## src/rtl/acc_seq_ctrl_if.sv

```systemverilog
// Memory request/acknowledge port between the sequencer and program/data memory.
interface acc_seq_ctrl_if #(
   parameter int DATA_W = 8,
   parameter int ADDR_W = 5
);
   logic              mem_req;
   logic              mem_we;
   logic [ADDR_W-1:0] mem_addr;
   logic              mem_ack;
   logic [DATA_W-1:0] mem_rdata;

   // Sequencer side issues requests
   modport master (
      output mem_req, mem_we, mem_addr,
      input  mem_ack, mem_rdata
   );

   // Memory side answers them
   modport slave (
      input  mem_req, mem_we, mem_addr,
      output mem_ack, mem_rdata
   );
endinterface

```

## src/rtl/acc_seq_ctrl.sv

```systemverilog
// Fetch/decode/execute sequencer for the 8-bit accumulator datapath.
// Owns PC, IR and MDR; all outputs are registered so nothing depends
// combinationally on mem_ack.
module acc_seq_ctrl #(
   parameter int                DATA_W   = 8,
   parameter int                ADDR_W   = 5,
   parameter logic [ADDR_W-1:0] RESET_PC = '0
) (
   input  logic              clk,
   input  logic              rst,
   input  logic              start,
   input  logic              acc_zero,
   acc_seq_ctrl_if.master    bus,
   output logic [DATA_W-1:0] mdr,
   output logic              acc_we,
   output logic              acc_src,
   output logic [1:0]        alu_op,
   output logic [ADDR_W-1:0] pc,
   output logic              busy,
   output logic              halted
);

   typedef enum logic [2:0] {
      S_IDLE   = 3'd0,
      S_FETCH  = 3'd1,
      S_DECODE = 3'd2,
      S_MEM    = 3'd3,
      S_WB     = 3'd4,
      S_HALT   = 3'd5
   } state_t;

   localparam logic [2:0] OP_NOP = 3'b000;
   localparam logic [2:0] OP_LDA = 3'b001;
   localparam logic [2:0] OP_STA = 3'b010;
   localparam logic [2:0] OP_ADD = 3'b011;
   localparam logic [2:0] OP_SUB = 3'b100;
   localparam logic [2:0] OP_JMP = 3'b101;
   localparam logic [2:0] OP_JZ  = 3'b110;
   localparam logic [2:0] OP_HLT = 3'b111;

   localparam logic [1:0] ALU_PASS = 2'b00;
   localparam logic [1:0] ALU_ADD  = 2'b01;
   localparam logic [1:0] ALU_SUB  = 2'b10;

   state_t            state;
   logic [DATA_W-1:0] ir;
   logic              req_r;
   logic              we_r;
   logic [ADDR_W-1:0] addr_r;

   logic [2:0]        opcode;
   logic [ADDR_W-1:0] operand;
   logic [ADDR_W-1:0] nxt_pc;
   logic [1:0]        wb_op;
   logic              mem_done;

   assign opcode   = ir[DATA_W-1 -: 3];
   assign operand  = ir[ADDR_W-1:0];
   // Only an ack against our own outstanding request completes it
   assign mem_done = req_r & bus.mem_ack;

   assign bus.mem_req  = req_r;
   assign bus.mem_we   = we_r;
   assign bus.mem_addr = addr_r;

   // Branch resolution in DECODE: JMP always, JZ only when ACC is zero
   always_comb begin
      nxt_pc = pc;
      if (opcode == OP_JMP || (opcode == OP_JZ && acc_zero))
         nxt_pc = operand;
   end

   // ALU op presented during write-back
   always_comb begin
      wb_op = ALU_PASS;
      if (opcode == OP_ADD)
         wb_op = ALU_ADD;
      else if (opcode == OP_SUB)
         wb_op = ALU_SUB;
   end

   // Sequencer state machine; outputs are set on the edge entering each state
   always_ff @(posedge clk or posedge rst) begin
      if (rst) begin
         state   <= S_IDLE;
         pc      <= RESET_PC;
         ir      <= '0;
         mdr     <= '0;
         req_r   <= 1'b0;
         we_r    <= 1'b0;
         addr_r  <= '0;
         acc_we  <= 1'b0;
         acc_src <= 1'b0;
         alu_op  <= ALU_PASS;
         busy    <= 1'b0;
         halted  <= 1'b0;
      end else begin
         acc_we <= 1'b0;
         case (state)
            S_IDLE: begin
               if (start) begin
                  state  <= S_FETCH;
                  req_r  <= 1'b1;
                  we_r   <= 1'b0;
                  addr_r <= pc;
                  busy   <= 1'b1;
               end
            end
            S_FETCH: begin
               if (mem_done) begin
                  ir    <= bus.mem_rdata;
                  pc    <= pc + ADDR_W'(1);
                  req_r <= 1'b0;
                  state <= S_DECODE;
               end
            end
            S_DECODE: begin
               case (opcode)
                  OP_HLT: begin
                     state  <= S_HALT;
                     busy   <= 1'b0;
                     halted <= 1'b1;
                  end
                  OP_LDA, OP_ADD, OP_SUB, OP_STA: begin
                     state  <= S_MEM;
                     req_r  <= 1'b1;
                     we_r   <= (opcode == OP_STA);
                     addr_r <= operand;
                  end
                  default: begin
                     // NOP, JMP, JZ: straight back to fetch at the resolved PC
                     pc     <= nxt_pc;
                     state  <= S_FETCH;
                     req_r  <= 1'b1;
                     we_r   <= 1'b0;
                     addr_r <= nxt_pc;
                  end
               endcase
            end
            S_MEM: begin
               if (mem_done) begin
                  if (we_r) begin
                     // Store done; request stays up for the next fetch
                     state  <= S_FETCH;
                     we_r   <= 1'b0;
                     addr_r <= pc;
                  end else begin
                     mdr     <= bus.mem_rdata;
                     req_r   <= 1'b0;
                     state   <= S_WB;
                     acc_we  <= 1'b1;
                     acc_src <= (opcode == OP_LDA);
                     alu_op  <= wb_op;
                  end
               end
            end
            S_WB: begin
               state   <= S_FETCH;
               req_r   <= 1'b1;
               we_r    <= 1'b0;
               addr_r  <= pc;
               acc_src <= 1'b0;
               alu_op  <= ALU_PASS;
            end
            S_HALT: begin
               // Only reset leaves HALT
            end
            default: begin
               state <= S_IDLE;
               req_r <= 1'b0;
               we_r  <= 1'b0;
               busy  <= 1'b0;
            end
         endcase
      end
   end

endmodule

```

## src/flat_wrapper.sv

```systemverilog
// flat-port wrapper written by rule: the top's interface ports become plain ports
module acc_seq_ctrl_flat 
#(
   parameter int                DATA_W   = 8,
   parameter int                ADDR_W   = 5,
   parameter logic [ADDR_W-1:0] RESET_PC = '0
)
  (clk, rst, start, acc_zero, mdr, acc_we, acc_src, alu_op, pc, busy, halted, bus_mem_req, bus_mem_we, bus_mem_addr, bus_mem_ack, bus_mem_rdata);
  acc_seq_ctrl_if #(.DATA_W(DATA_W), .ADDR_W(ADDR_W)) bus_i ();
  input  logic clk;
  input  logic rst;
  input  logic start;
  input  logic acc_zero;
  output logic [DATA_W-1:0] mdr;
  output logic acc_we;
  output logic acc_src;
  output logic [1:0] alu_op;
  output logic [ADDR_W-1:0] pc;
  output logic busy;
  output logic halted;
  output wire logic [$bits(bus_i.mem_req)-1:0] bus_mem_req;
  output wire logic [$bits(bus_i.mem_we)-1:0] bus_mem_we;
  output wire logic [$bits(bus_i.mem_addr)-1:0] bus_mem_addr;
  input wire logic [$bits(bus_i.mem_ack)-1:0] bus_mem_ack;
  input wire logic [$bits(bus_i.mem_rdata)-1:0] bus_mem_rdata;
  assign bus_mem_req = bus_i.mem_req;
  assign bus_mem_we = bus_i.mem_we;
  assign bus_mem_addr = bus_i.mem_addr;
  assign bus_i.mem_ack = bus_mem_ack;
  assign bus_i.mem_rdata = bus_mem_rdata;
  acc_seq_ctrl #(.DATA_W(DATA_W), .ADDR_W(ADDR_W), .RESET_PC(RESET_PC)) u_core (.clk(clk), .rst(rst), .start(start), .acc_zero(acc_zero), .bus(bus_i), .mdr(mdr), .acc_we(acc_we), .acc_src(acc_src), .alu_op(alu_op), .pc(pc), .busy(busy), .halted(halted));
endmodule
```

## config.mk

```make
export PLATFORM = sky130hd
export DESIGN_NAME = acc_seq_ctrl_flat
export DESIGN_NICKNAME = d
export VERILOG_FILES = /design/src/rtl/acc_seq_ctrl_if.sv /design/src/rtl/acc_seq_ctrl.sv /design/src/flat_wrapper.sv
export SDC_FILE = /design/constraint.sdc
export NUM_CORES = 1
export LEC_CHECK = 0
export ABC_CLOCK_PERIOD_IN_PS = 1800
export CAP_MARGIN = 5
export CORE_UTILIZATION = 45
export CTS_CLUSTER_SIZE = 30
export DETAILED_ROUTE_END_ITERATION = 12
export GPL_TIMING_DRIVEN = 1
export PLACE_DENSITY_LB_ADDON = 0.25
export SYNTH_ARGS = -nofsm -noshare
export SYNTH_HDL_FRONTEND = slang
export SYNTH_SLANG_ARGS = --single-unit
```

## constraint.sdc

```tcl
create_clock -name clk -period 1.8 [get_ports clk]
set_input_delay 0.45 -clock clk [delete_from_list [all_inputs] [get_ports clk]]
set_output_delay 0.45 -clock clk [all_outputs]
set_load 0.005 [all_outputs]
```

==> metrics.txt <==
syn_nets=slightly above 200; Post-Syn Instances=between 150 and 200; area grow syn2layout=41.7%; startpoint class of the critical path=flop; detailed-route wire length per cell=15.1 um; Post-Synth Simple-Gate Area=19.1%; largest net degree at the start of global routing=38; clk buf depth=2; PnR worst setup slack=-0.0822 ns; critical-path cell list=or3b_4, a311o_2, mux2_1, mux2_2; status=finished with violations; arrival time worst endpoint=roughly 2.1 ns; Pwr Density=about 610 nW/um^2; Post-synth top cells=dfrtp_1, nand2_1, mux2_2; Yosys cell types=42; Post-Synth Adder-Cell Area=less than 1%; CP peak stage delay=~0.4 ns; Synth area leader=dfrtp_1; port bufs=38; VDD IR max=0.524 mV; RSZ-0062 raised after global routing=yes; Worst Tran Pin Value=~0.42 ns; CTS tree=built; Compound-Gate Fraction of Synth Area=~14%; fin crit share=105%; synth top area cells=dfrtp_1, mux2_2, nand2_1; worst skew pair latency=0.29 ns; IO Count=39; reg-to-reg critical path endpoint=u_core.bus.mem_addr[2]; top-count cell post-synth=dfrtp_1; XOR/XNOR Fraction of Synth Area=less than 1%; delay-heaviest family, CP=multiplexers; initial antenna violation count=0; number of global-route vias before repair=1586; cell row count=23; post-route ant nets=0; Placed Area=2480 sq um; # setup viols final=5; Filler cells=approximately 340; initial DRC count=65; leak pwr=between 1 and 1.5 nW; Fmax=roughly 530 MHz; first-pass GRT wire length=about 7500 um; ant diodes=0; max cap viols=0; clk root buf=clkbuf_8; Final Wtd Congestion=between 0.8 and 0.9; endpoint kind of the worst setup timing path=flop; Buffers & Inverters on Critical Path=0; slowest CP cell=or3b_4; Avg Cell Area, Syn=slightly below 10 sq um; Yosys Warn Count=0; Synth top area share=about half; max-slew violation count=0; nets=approximately 260; clock skew=between 0.002 and 0.0025 ns; final hold slack=0.474 ns; Tmin final=between 1.5 and 2 ns; Synth Flop Type=dfrtp_1; grt ovf=0; Starting Density=a little under half; R2R Setup Slk=-0.08 ns; CTS clk-pin slew, worst paths=0.07 ns; failing checks=setup timing; Synth async-reset ratio=between 90% and 100%; #FFs+latches synth=37; Die Ht=66.4 um; DIE AREA=around 4400 sq um; Core Region=~4000 sq um; GRT Resource Usage Total=a little under a quarter; Post-synth EDFFs=0; Detailed Place HPWL=3080 um; H-tree depth=2; Worst Hold Launch=u_core.halted; mux contribution to synthesized area=between 10% and 20%; Required @ worst endpoint=1.98 ns; hold crit path type=flop to flop; share of cells above drive strength 1=between 20% and 30%; Sink Count=37; Post-Route WL=4530 um; DR vias=~1600; Die Width=between 60 and 70 um; Fin. Hold Viols=0; sequential fraction of the synthesis area=approximately 50%; relative slew slack=~70%; vias per cell=between 5 and 6; reg2reg path depth=4; Num CTS Buffers=5; largest family of logic cells by synthesized area=simple AND/OR/NAND/NOR gates; Synth Cell Area=1860 sq um; Residual DRC=0; CP max FO=5; post-route cell area=about 2600 sq um; drt pass-1 iters=4; worst hold endpoint=u_core.halted; path type of the worst setup path=flop to flop; r2r startpoint=u_core.state[2]; hold_buf cts=0; Hold Path Cell Cnt=1
where the power goes:
group / internal, W / switching (W)
clock: 0.000416 / 0.000300
sequential: 0.000831 / 0
combinational: 0.0000363 / 0.0000326
area by class of cell:
class	count	area (sq um)	area share (%)
clock buffer	6	72.6	2.75
clock inverter	2	38.8	1.47
inverter	7	26.3	0.994
multi-input combinational	132	893	33.8
sequential	37	928	35.1
tap	50	62.6	2.37
timing repair buffer	67	621	23.5
per-stage QoR:
stage	TNS [ns]	setup WS [ns]	power, W	util, %	std cells
after floorplan	-0.601	-0.120	0.000868	-	188
after global placement	-4.62	-0.365	0.000915	62.0	291
after detailed placement	-4.87	-0.400	0.000916	62.0	291
after CTS	-0.374	-0.0867	0.00163	64.9	299
after global routing	-0.732	-0.139	0.00168	66.1	301
final	-0.352	-0.0822	0.00162	66.1	301
routing by layer:
layer / global-route usage [%] / part of all wire [%] / vias to the layer above
met5: 0 / 0 / -
met4: 9.04 / 1.3 / 0
met3: 5.69 / 4.0 / 5
met2: 37.2 / 48 / 37
met1: 29.7 / 47 / 791
li1: - / - / 794
cell usage in the layout (no fill, tap or decap), types with 4 or more instances in the layout:
master           netlist  routed
clkdlybuf4s50_1        0      37
nor2b_1                5       4
a21oi_1                8       7
buf_4                  0      26
inv_1                  7       7
nand3_1                5       5
o21ai_0                8       7
nand2_1               26      25
clkbuf_8               0       5
mux2_1                 5       5
nor3_1                 6       6
nand2b_1               4       4
dfrtp_1               37      35
mux2_2                13      13
nor2_1                11      11
worst max-delay path by stage:
stage                     from                      to  slack [ns]  depth (start not counted)
4_1_cts        u_core.state[2]  u_core.bus.mem_addr[2]       -0.09                          4
3_3_place_gp          acc_zero  u_core.bus.mem_addr[3]       -0.37                          5
6_report       u_core.state[2]  u_core.bus.mem_addr[2]       -0.08                          4
5_1_grt        u_core.state[2]  u_core.bus.mem_addr[2]       -0.14                          4
3_5_place_dp          acc_zero  u_core.bus.mem_addr[2]       -0.40                          5
2_1_floorplan  u_core.state[2]  u_core.bus.mem_addr[0]       -0.12                          5
timing repair:
action                                  CTS  global route
resized for setup                         2            15
pin swaps                                 0             1
setup buffers                             0             1
gates cloned                              0             1
endpoints found under the setup margin    5            21
flip-flops by register name, indices dropped and copies added, names as in the netlist, 2 cells and up:
signal / count
u_core.alu_op: 2
u_core.mdr: 8
u_core.ir: 8
u_core.bus.mem_addr: 5
u_core.state: 3
u_core.pc: 5
cells by family after synthesis:
group / count (synthesis)
muxes: 19
DFF: 37
adders and majority gates: 1
AOI/OAI and AO/OA: 39
xor gates and xnor gates: 2
and+or+nand+nor: 71
buffers and inverters: 19
Power figures use the tool's default switching activity.
